File: src/rtl/datapath_regs_pkg.sv
// Shared definitions for the accumulator CPU register datapath: default widths,
// opcode field placement, opcode values and the ACC operation selector.
package datapath_regs_pkg;

   localparam int WORD_W_DEF = 16;
   localparam int ADDR_W_DEF = 12;
   localparam int OPC_W      = 4;
   localparam int OPC_LSB    = WORD_W_DEF - OPC_W;

   typedef enum logic [OPC_W-1:0] {
      OP_HALT = 4'd0,
      OP_CLA  = 4'd1,
      OP_CMA  = 4'd2,
      OP_INCA = 4'd3,
      OP_CLF  = 4'd4,
      OP_CMF  = 4'd5,
      OP_SFZ  = 4'd6,
      OP_ROR  = 4'd7,
      OP_ROL  = 4'd8,
      OP_ADD  = 4'd9,
      OP_ADI  = 4'd10,
      OP_STA  = 4'd11,
      OP_JMP  = 4'd12,
      OP_CALL = 4'd13,
      OP_JMPI = 4'd14,
      OP_ISZ  = 4'd15
   } opcode_e;

   typedef enum logic [2:0] {
      ACC_HOLD,
      ACC_CLR,
      ACC_CMP,
      ACC_INC,
      ACC_ROR,
      ACC_ROL,
      ACC_ADD
   } acc_op_e;

   // Collapses the ACC strobes into the single winning operation.
   function automatic acc_op_e acc_select(input logic lacc, input logic cacc,
                                          input logic iacc, input logic ror,
                                          input logic rol, input logic add);
      if (lacc)      return ACC_CLR;
      else if (cacc) return ACC_CMP;
      else if (iacc) return ACC_INC;
      else if (ror)  return ACC_ROR;
      else if (rol)  return ACC_ROL;
      else if (add)  return ACC_ADD;
      return ACC_HOLD;
   endfunction

endpackage

File: src/rtl/datapath_regs_acc_unit.sv
// Accumulator and flag F: clear/complement/increment/rotate/add with carry into F.
module datapath_regs_acc_unit
   import datapath_regs_pkg::*;
#(
   parameter int WORD_W = WORD_W_DEF
) (
   input  logic              clk,
   input  logic              rst,
   input  logic              c_TGPRACC,
   input  logic              c_LACC,
   input  logic              c_CACC,
   input  logic              c_IACC,
   input  logic              c_ROR,
   input  logic              c_ROL,
   input  logic              c_LF,
   input  logic              c_CF,
   input  logic [WORD_W-1:0] gpr,
   output logic [WORD_W-1:0] acc,
   output logic              f
);

   logic [WORD_W-1:0] acc_reg;
   logic [WORD_W-1:0] acc_next;
   logic              f_reg;
   logic              f_next;
   logic              op_flag;
   logic [WORD_W:0]   sum_add;
   logic [WORD_W:0]   sum_inc;
   acc_op_e           acc_op;

   assign sum_add = {1'b0, acc_reg} + {1'b0, gpr};
   assign sum_inc = {1'b0, acc_reg} + (WORD_W+1)'(1);
   assign acc_op  = acc_select(c_LACC, c_CACC, c_IACC, c_ROR, c_ROL, c_TGPRACC);

   // op_flag is what F would become from the ACC op alone; F strobes override it.
   always_comb begin
      acc_next = acc_reg;
      op_flag  = f_reg;
      case (acc_op)
         ACC_CLR: acc_next = '0;
         ACC_CMP: acc_next = ~acc_reg;
         ACC_INC: {op_flag, acc_next} = sum_inc;
         ACC_ROR: begin
            acc_next = {f_reg, acc_reg[WORD_W-1:1]};
            op_flag  = acc_reg[0];
         end
         ACC_ROL: begin
            acc_next = {acc_reg[WORD_W-2:0], f_reg};
            op_flag  = acc_reg[WORD_W-1];
         end
         ACC_ADD: {op_flag, acc_next} = sum_add;
         default: ;
      endcase
      if (c_LF)      f_next = 1'b0;
      else if (c_CF) f_next = ~f_reg;
      else           f_next = op_flag;
   end

   always_ff @(posedge clk or negedge rst) begin
      if (!rst) begin
         acc_reg <= '0;
         f_reg   <= 1'b0;
      end else begin
         acc_reg <= acc_next;
         f_reg   <= f_next;
      end
   end

   assign acc = acc_reg;
   assign f   = f_reg;

endmodule

File: src/rtl/datapath_regs.sv
// Register datapath of the accumulator CPU: PC, MAR, GPR, OPR here, ACC/F in the
// acc unit. Every strobe acts at the next rising edge using pre-edge sources.
module datapath_regs
   import datapath_regs_pkg::*;
#(
   parameter int WORD_W = WORD_W_DEF,
   parameter int ADDR_W = ADDR_W_DEF
) (
   input  logic              clk,
   input  logic              rst,
   input  logic              c_IPC,
   input  logic              c_TGPRaPC,
   input  logic              TMARaPC,
   input  logic              c_TPCaMAR,
   input  logic              c_TGPRaMAR,
   input  logic              c_TGPRaOPR,
   input  logic              c_TMaGPR,
   input  logic              c_TACCaGPR,
   input  logic              c_TPCaGPR,
   input  logic              c_IGPR,
   input  logic              c_w,
   input  logic              c_r,
   input  logic              c_TGPRACC,
   input  logic              c_LACC,
   input  logic              c_CACC,
   input  logic              c_IACC,
   input  logic              c_ROR,
   input  logic              c_ROL,
   input  logic              c_LF,
   input  logic              c_CF,
   output logic [OPC_W-1:0]  c_OPR,
   output logic              c_F,
   output logic              c_Z,
   output logic [ADDR_W-1:0] mem_addr,
   output logic [WORD_W-1:0] mem_wdata,
   output logic              mem_we,
   output logic              mem_re,
   input  logic [WORD_W-1:0] mem_rdata,
   output logic [WORD_W-1:0] acc_q,
   output logic [ADDR_W-1:0] pc_q
);

   logic [ADDR_W-1:0] pc_reg,  pc_next;
   logic [ADDR_W-1:0] mar_reg, mar_next;
   logic [WORD_W-1:0] gpr_reg, gpr_next;
   logic [OPC_W-1:0]  opr_reg, opr_next;
   logic [WORD_W-1:0] acc_val;

   always_comb begin
      pc_next = pc_reg;
      if (c_TGPRaPC)    pc_next = gpr_reg[ADDR_W-1:0];
      else if (TMARaPC) pc_next = mar_reg;
      else if (c_IPC)   pc_next = pc_reg + ADDR_W'(1);

      mar_next = mar_reg;
      if (c_TGPRaMAR)     mar_next = gpr_reg[ADDR_W-1:0];
      else if (c_TPCaMAR) mar_next = pc_reg;

      // mem_rdata is asynchronous on MAR, so a read lands in GPR at the request edge.
      gpr_next = gpr_reg;
      if (c_TMaGPR)        gpr_next = mem_rdata;
      else if (c_TACCaGPR) gpr_next = acc_val;
      else if (c_TPCaGPR)  gpr_next = WORD_W'(pc_reg);
      else if (c_IGPR)     gpr_next = gpr_reg + WORD_W'(1);

      opr_next = c_TGPRaOPR ? gpr_reg[WORD_W-1 -: OPC_W] : opr_reg;
   end

   always_ff @(posedge clk or negedge rst) begin
      if (!rst) begin
         pc_reg  <= '0;
         mar_reg <= '0;
         gpr_reg <= '0;
         opr_reg <= '0;
      end else begin
         pc_reg  <= pc_next;
         mar_reg <= mar_next;
         gpr_reg <= gpr_next;
         opr_reg <= opr_next;
      end
   end

   datapath_regs_acc_unit #(
      .WORD_W(WORD_W)
   ) u_acc_unit (
      .clk       (clk),
      .rst       (rst),
      .c_TGPRACC (c_TGPRACC),
      .c_LACC    (c_LACC),
      .c_CACC    (c_CACC),
      .c_IACC    (c_IACC),
      .c_ROR     (c_ROR),
      .c_ROL     (c_ROL),
      .c_LF      (c_LF),
      .c_CF      (c_CF),
      .gpr       (gpr_reg),
      .acc       (acc_val),
      .f         (c_F)
   );

   assign c_OPR     = opr_reg;
   assign c_Z       = (gpr_reg == '0);
   assign mem_addr  = mar_reg;
   assign mem_wdata = gpr_reg;
   assign mem_we    = c_w;
   assign mem_re    = c_r;
   assign acc_q     = acc_val;
   assign pc_q      = pc_reg;

endmodule

File: config.mk
export PLATFORM = sky130hd
export DESIGN_NAME = datapath_regs
export DESIGN_NICKNAME = d
export VERILOG_FILES = /design/src/rtl/datapath_regs_pkg.sv /design/src/rtl/datapath_regs_acc_unit.sv /design/src/rtl/datapath_regs.sv
export SDC_FILE = /design/constraint.sdc
export NUM_CORES = 1
export LEC_CHECK = 0
export BUFFER_PORTS_ARGS = -buffer_cell sky130_fd_sc_hd__buf_4
export CAP_MARGIN = 20
export CORE_MARGIN = 1
export CORE_UTILIZATION = 60
export CTS_CLUSTER_DIAMETER = 80
export DETAILED_ROUTE_END_ITERATION = 6
export PLACE_DENSITY = 0.87
export SYNTH_ARGS = -nofsm -noshare
export SYNTH_HDL_FRONTEND = slang
export SYNTH_SLANG_ARGS = --single-unit
File: constraint.sdc
create_clock -name clk -period 5.6 [get_ports clk]
set_input_delay 0.56 -clock clk [delete_from_list [all_inputs] [get_ports clk]]
set_output_delay 0.56 -clock clk [all_outputs]
set_load 0.03 [all_outputs]
==> Word-level counts from Yosys, hierarchy flattened <==
Cells that the tools add are included.
{ "classes": {"addsub": 4, "n_eq_ne": 6, "reduce_logical": 6, "n_shift": 0, "n_mul": 0, "div_mod_pow": 0, "order_cmp": 0, "n_mux": 26, "n_bitwise": 2} }
{ "ops": {"columns": ["operator", "n"], "rows": [
  ["16-bit one-hot mux with 6 select lines", 1],
  ["16-bit two-way mux", 4],
  ["12-bit two-way mux", 5],
  ["3-bit two-way mux", 7],
  ["16-bit by 1-bit adder with 17-bit output (second input constant)", 1],
  ["16-bit by 16-bit adder with 17-bit output", 1],
  ["16-bit by 1-bit adder with 16-bit output (second input constant)", 1],
  ["16-bit zero test", 1],
  ["16-bit inverter", 1],
  ["12-bit by 1-bit adder with 12-bit output (second input constant)", 1],
  ["6-bit nonzero test", 2],
  ["3-bit == test (second input constant)", 3],
  ["1-bit two-way mux", 8],
  ["3-bit by 2-bit == test with 1-bit output (second input constant)", 2],
  ["1-bit one-hot mux with 4 select lines", 1],
  ["4-bit nonzero test", 1],
  ["3-bit by 1-bit == test with 1-bit output (second input constant)", 1],
  ["3-bit nonzero test", 1],
  ["2-bit nonzero test", 1],
  ["1-bit inverter", 1]
]} }
{ "totals": {"mem_bits_rw": 0, "memories": 0, "latch_bits": 0, "reg_bits": 61, "rom_bits": 0, "output_inout_bits": 64} }

==> Longest topological paths before layout <==
{ "logic_depth": {"depth_word": 11, "mapped_depth": 9, "mapped_depth_nobuf": 9} }

==> By module <==
Synthesis repeated with hierarchy kept, for this count alone.
{ "hier_totals": {"cells_unflattened": 624, "area_unflattened_um2": 5026.1} }
{ "modules_own_cells": {"columns": ["mod", "cells_per_inst", "seq_area_each_um2", "area_per_inst_um2", "n_inst"], "rows": [
  ["datapath_regs", 341, 1101.1, 2821.5, 1],
  ["datapath_regs_acc_unit", 283, 425.4, 2204.6, 1]
]} }

==> Worst setup path before layout <==
OpenSTA, ideal clock, no wires.
{ "synth_path": {"path_kind": "reg2reg", "start": "register u_acc_unit.acc_reg[0] (netlist: u_acc_unit.acc[0])", "end": "register u_acc_unit.acc_reg[14] (netlist: u_acc_unit.acc[14])", "path_buffers": 0, "path_stages_with_launch": 10, "slack_ps": 2931, "t_arrival_ps": 2602, "path_cell_list": "dfrtp_1 -> ha_1 -> inv_1 -> fa_1 -> and2b_2 -> o211ai_2 -> a32o_1 -> o31a_1 -> o41a_1 -> nand2_1"} }
{ "synth_via": {"elab_chain_len": 2, "elab_cells_between_ends": 3} }
{ "synth_rtl": {"columns": ["element", "line_no", "source"], "rows": [
  ["from (decl)", "datapath_regs_acc_unit.sv:22", "logic [WORD_W-1:0] acc_reg;"],
  ["from (signal assigned)", "datapath_regs_acc_unit.sv:64", "acc_reg <= acc_next;"],
  ["16-bit by 16-bit adder with 17-bit output / 16-bit by 1-bit adder with 17-bit output (equally long branches)", "datapath_regs_acc_unit.sv:31, datapath_regs_acc_unit.sv:32", null],
  ["16-bit one-hot mux with 6 select lines *", "datapath_regs_acc_unit.sv:39", "case (acc_op)"]
]} }
Mark *: on every way between the ends. The rest lies on a longest branch, timed or not.
A chain may end at the register's enable or synchronous reset.

==> Worst setup path after layout <==
Same ends and word-level chain as after synthesis.

==> impl_metrics.tcl <==
set metrics [dict create \
    rows 32 \
    violations "DRC" \
    register_area_um2 1526 \
    root_buffer "clkbuf_8" \
    place_congestion 0.9173 \
    multiInputGateArea_um2 2993 \
    outcome "complete, but fails checks" \
    start_util_pct 61.82 \
    cts.sinks 61 \
    insertedDiodeCount 0 \
    ys_seq_area_share_pct 32.12 \
    synth_fp_nets 640 \
    synthCells 581 \
    vdd_drop_max_mv 0.2742 \
    drc 4 \
    cp.arrival_ns 3.02 \
    synthTopCellsByCount "76 x nand2_1, 62 x o21ai_0, 61 x dfrtp_1" \
    synth_edf_count 0 \
    fin_crit_ns 2.736 \
    ctsLongestPathBuffers 2 \
    finalHoldViolations 0 \
    slew_headroom_pct 39.49 \
    coreArea_um2 7687 \
    cts_setup_buffers 0 \
    ys_seq_elements 61 \
    synth_top_cell_area_share_pct 32.12 \
    final_area_um2 5620 \
    path_clk_slew_ns 0.07 \
    route.detailed.wl_per_inst_um 19.00 \
    cts_inserted_buffers 9 \
    die_h_um 91.00 \
    wl_mm 14.31 \
    synthTopCellsByArea "dfrtp_1 32%, o21ai_0 6.5%, nand2_1 6.0%" \
    ant_nets 0 \
    vias_per_cell 6.640 \
    die_w_um 91.00 \
    route.met3.wl_mm 1.246 \
    period_share_pct 48.86 \
    crit_fanout 10 \
    ys_types 65 \
    top_layer "met4" \
    grt_pass1_wl_mm 23.32 \
    synth_area_um2 4752 \
    syn_to_final_growth_pct 18.27 \
    drt-pass1-iter-count 7 \
    fillCellCount 612 \
    worst_ep_required_time_ns 5.89 \
    placed_area_um2 5435 \
    critPathKind "flip-flop to flip-flop" \
    fmax_mhz 365.5 \
    cts_tree "yes" \
    power.density_nw_per_um2 386.5 \
    clock_latency_ns 0.36 \
    die_area_um2 8280 \
    fin_nets 706 \
    wl_met2_mm 6.722 \
    dr_total_vias 5000 \
    grt_pass1_vias 4868 \
    wl_met1_mm 5.843 \
    gr-usage-all-layers_pct 35.69 \
    slew_viol_final 0 \
    setup_viol 0 \
    synth_warnings 0 \
    grt_max_degree 62 \
    max_cap_viol_count 0 \
    dp_hpwl_mm 10.36 \
    grt_overflow 0 \
    ys.flop_type "dfrtp_1" \
    hp-class "input pin to async pin" \
    syn-mean-instance-area_um2 8.179 \
    synth_most_common_cell "nand2_1" \
    port_buffers 97 \
    cp-end-kind "flip-flop" \
    p_total_mw 2.172 \
    cp-start-kind "flip-flop" \
    drive_gt1_share_pct 19.97 \
    pin_count 102 \
    clock_skew_ns 0.01234 \
    yosysTopAreaCell "dfrtp_1" \
    drt-initial-drc-count 438 \
    tns_ns 0 \
    power.leakage_nw 2.491 \
    cts_hold_buf 0 \
    rsz0062_at_grt "no" \
    ctsResizeCount 0 \
    worst_pin_slew_ns 0.8994 \
    grt_antenna_before_repair 0 \
    htree_levels 3 \
    async_flop_share_pct 100.0 \
]
## where the power goes
group	internal, mW	switching (mW)	total [mW]
Combinational	0.431	0.619	1.05
Sequential	0.530	0.216	0.746
Clock	0.194	0.183	0.376
Total	1.15	1.02	2.17
## path summary, 6_finish.rpt
check	startpoint	to	slack (ns)	depth (start not counted)
worst max-delay path	u_acc_unit.acc[0]	u_acc_unit.acc[14]	2.86	9
worst min-delay path	rst	u_acc_unit.acc[6]	0.28	1
worst max register to register	u_acc_unit.acc[0]	u_acc_unit.acc[14]	2.86	9
worst min register to register	c_OPR[1]	c_OPR[1]	0.51	1
max in group asynchronous	rst	u_acc_unit.acc[8]	4.78	1
min in group clk	mem_rdata[12]	mem_wdata[12]	0.42	3
## metal layers
metal	global-route usage [%]	up-vias
li1	-	2281
met1	46.30	2387
met2	57.26	285
met3	6.700	47
met4	17.46	0
met5	0	-
## worst max-delay path: stages, from the launching register on
cell and delay, ns:
dfrtp_1 0.54, ha_1 0.27, inv_1 0.07, fa_1 0.37, and2b_2 0.25, o211ai_2 0.09
a32o_1 0.28, o31a_1 0.36, o41a_1 0.37, nand2_1 0.07
## placed cells by master, fill, tap and decap left out, types with 12 or more instances in the layout
cell type | synthesis | final
buf_4 | 2 | 98
nand2_1 | 76 | 76
o21ai_0 | 62 | 62
dfrtp_1 | 61 | 61
a21oi_1 | 44 | 44
nor2_1 | 27 | 27
nand3_1 | 21 | 21
mux2i_1 | 21 | 21
xnor2_1 | 20 | 20
ha_1 | 20 | 20
inv_1 | 14 | 14
xor2_1 | 14 | 14
clkbuf_8 | 0 | 12
## area by class of cell
class,instances,share of cell area (%)
Multi-Input combinational cell,463,53.25
Clock buffer,12,2.939
Clock inverter,3,0.3562
Timing Repair Buffer,98,13.09
Tap cell,102,2.271
Sequential cell,61,27.16
Inverter,14,0.9350
## cells by family after synthesis
| logic type | synth area share [%] |
|---|---|
| buffers and inverters | 4.897 |
| and+or+nand+nor | 18.96 |
| muxes | 5.845 |
| xor gates and xnor gates | 6.267 |
| DFF | 32.12 |
| AOI/OAI and AO/OA | 26.22 |
| adders and majority gates | 5.687 |
## metrics by stage
stage / instances / util, % / setup WS (ns) / hold WS, ns
finish: 753 / 73.11 / 2.864 / 0.2839
detailed placement: 738 / 70.70 / 2.914 / 0.5010
floorplan: 581 / - / 2.931 / 0.2644
global route: 753 / 73.11 / 2.698 / 0.3463
global placement: 738 / 70.70 / 3.007 / 0.4936
CTS: 753 / 73.11 / 2.881 / 0.3243
Power figures use the tool's default switching activity.
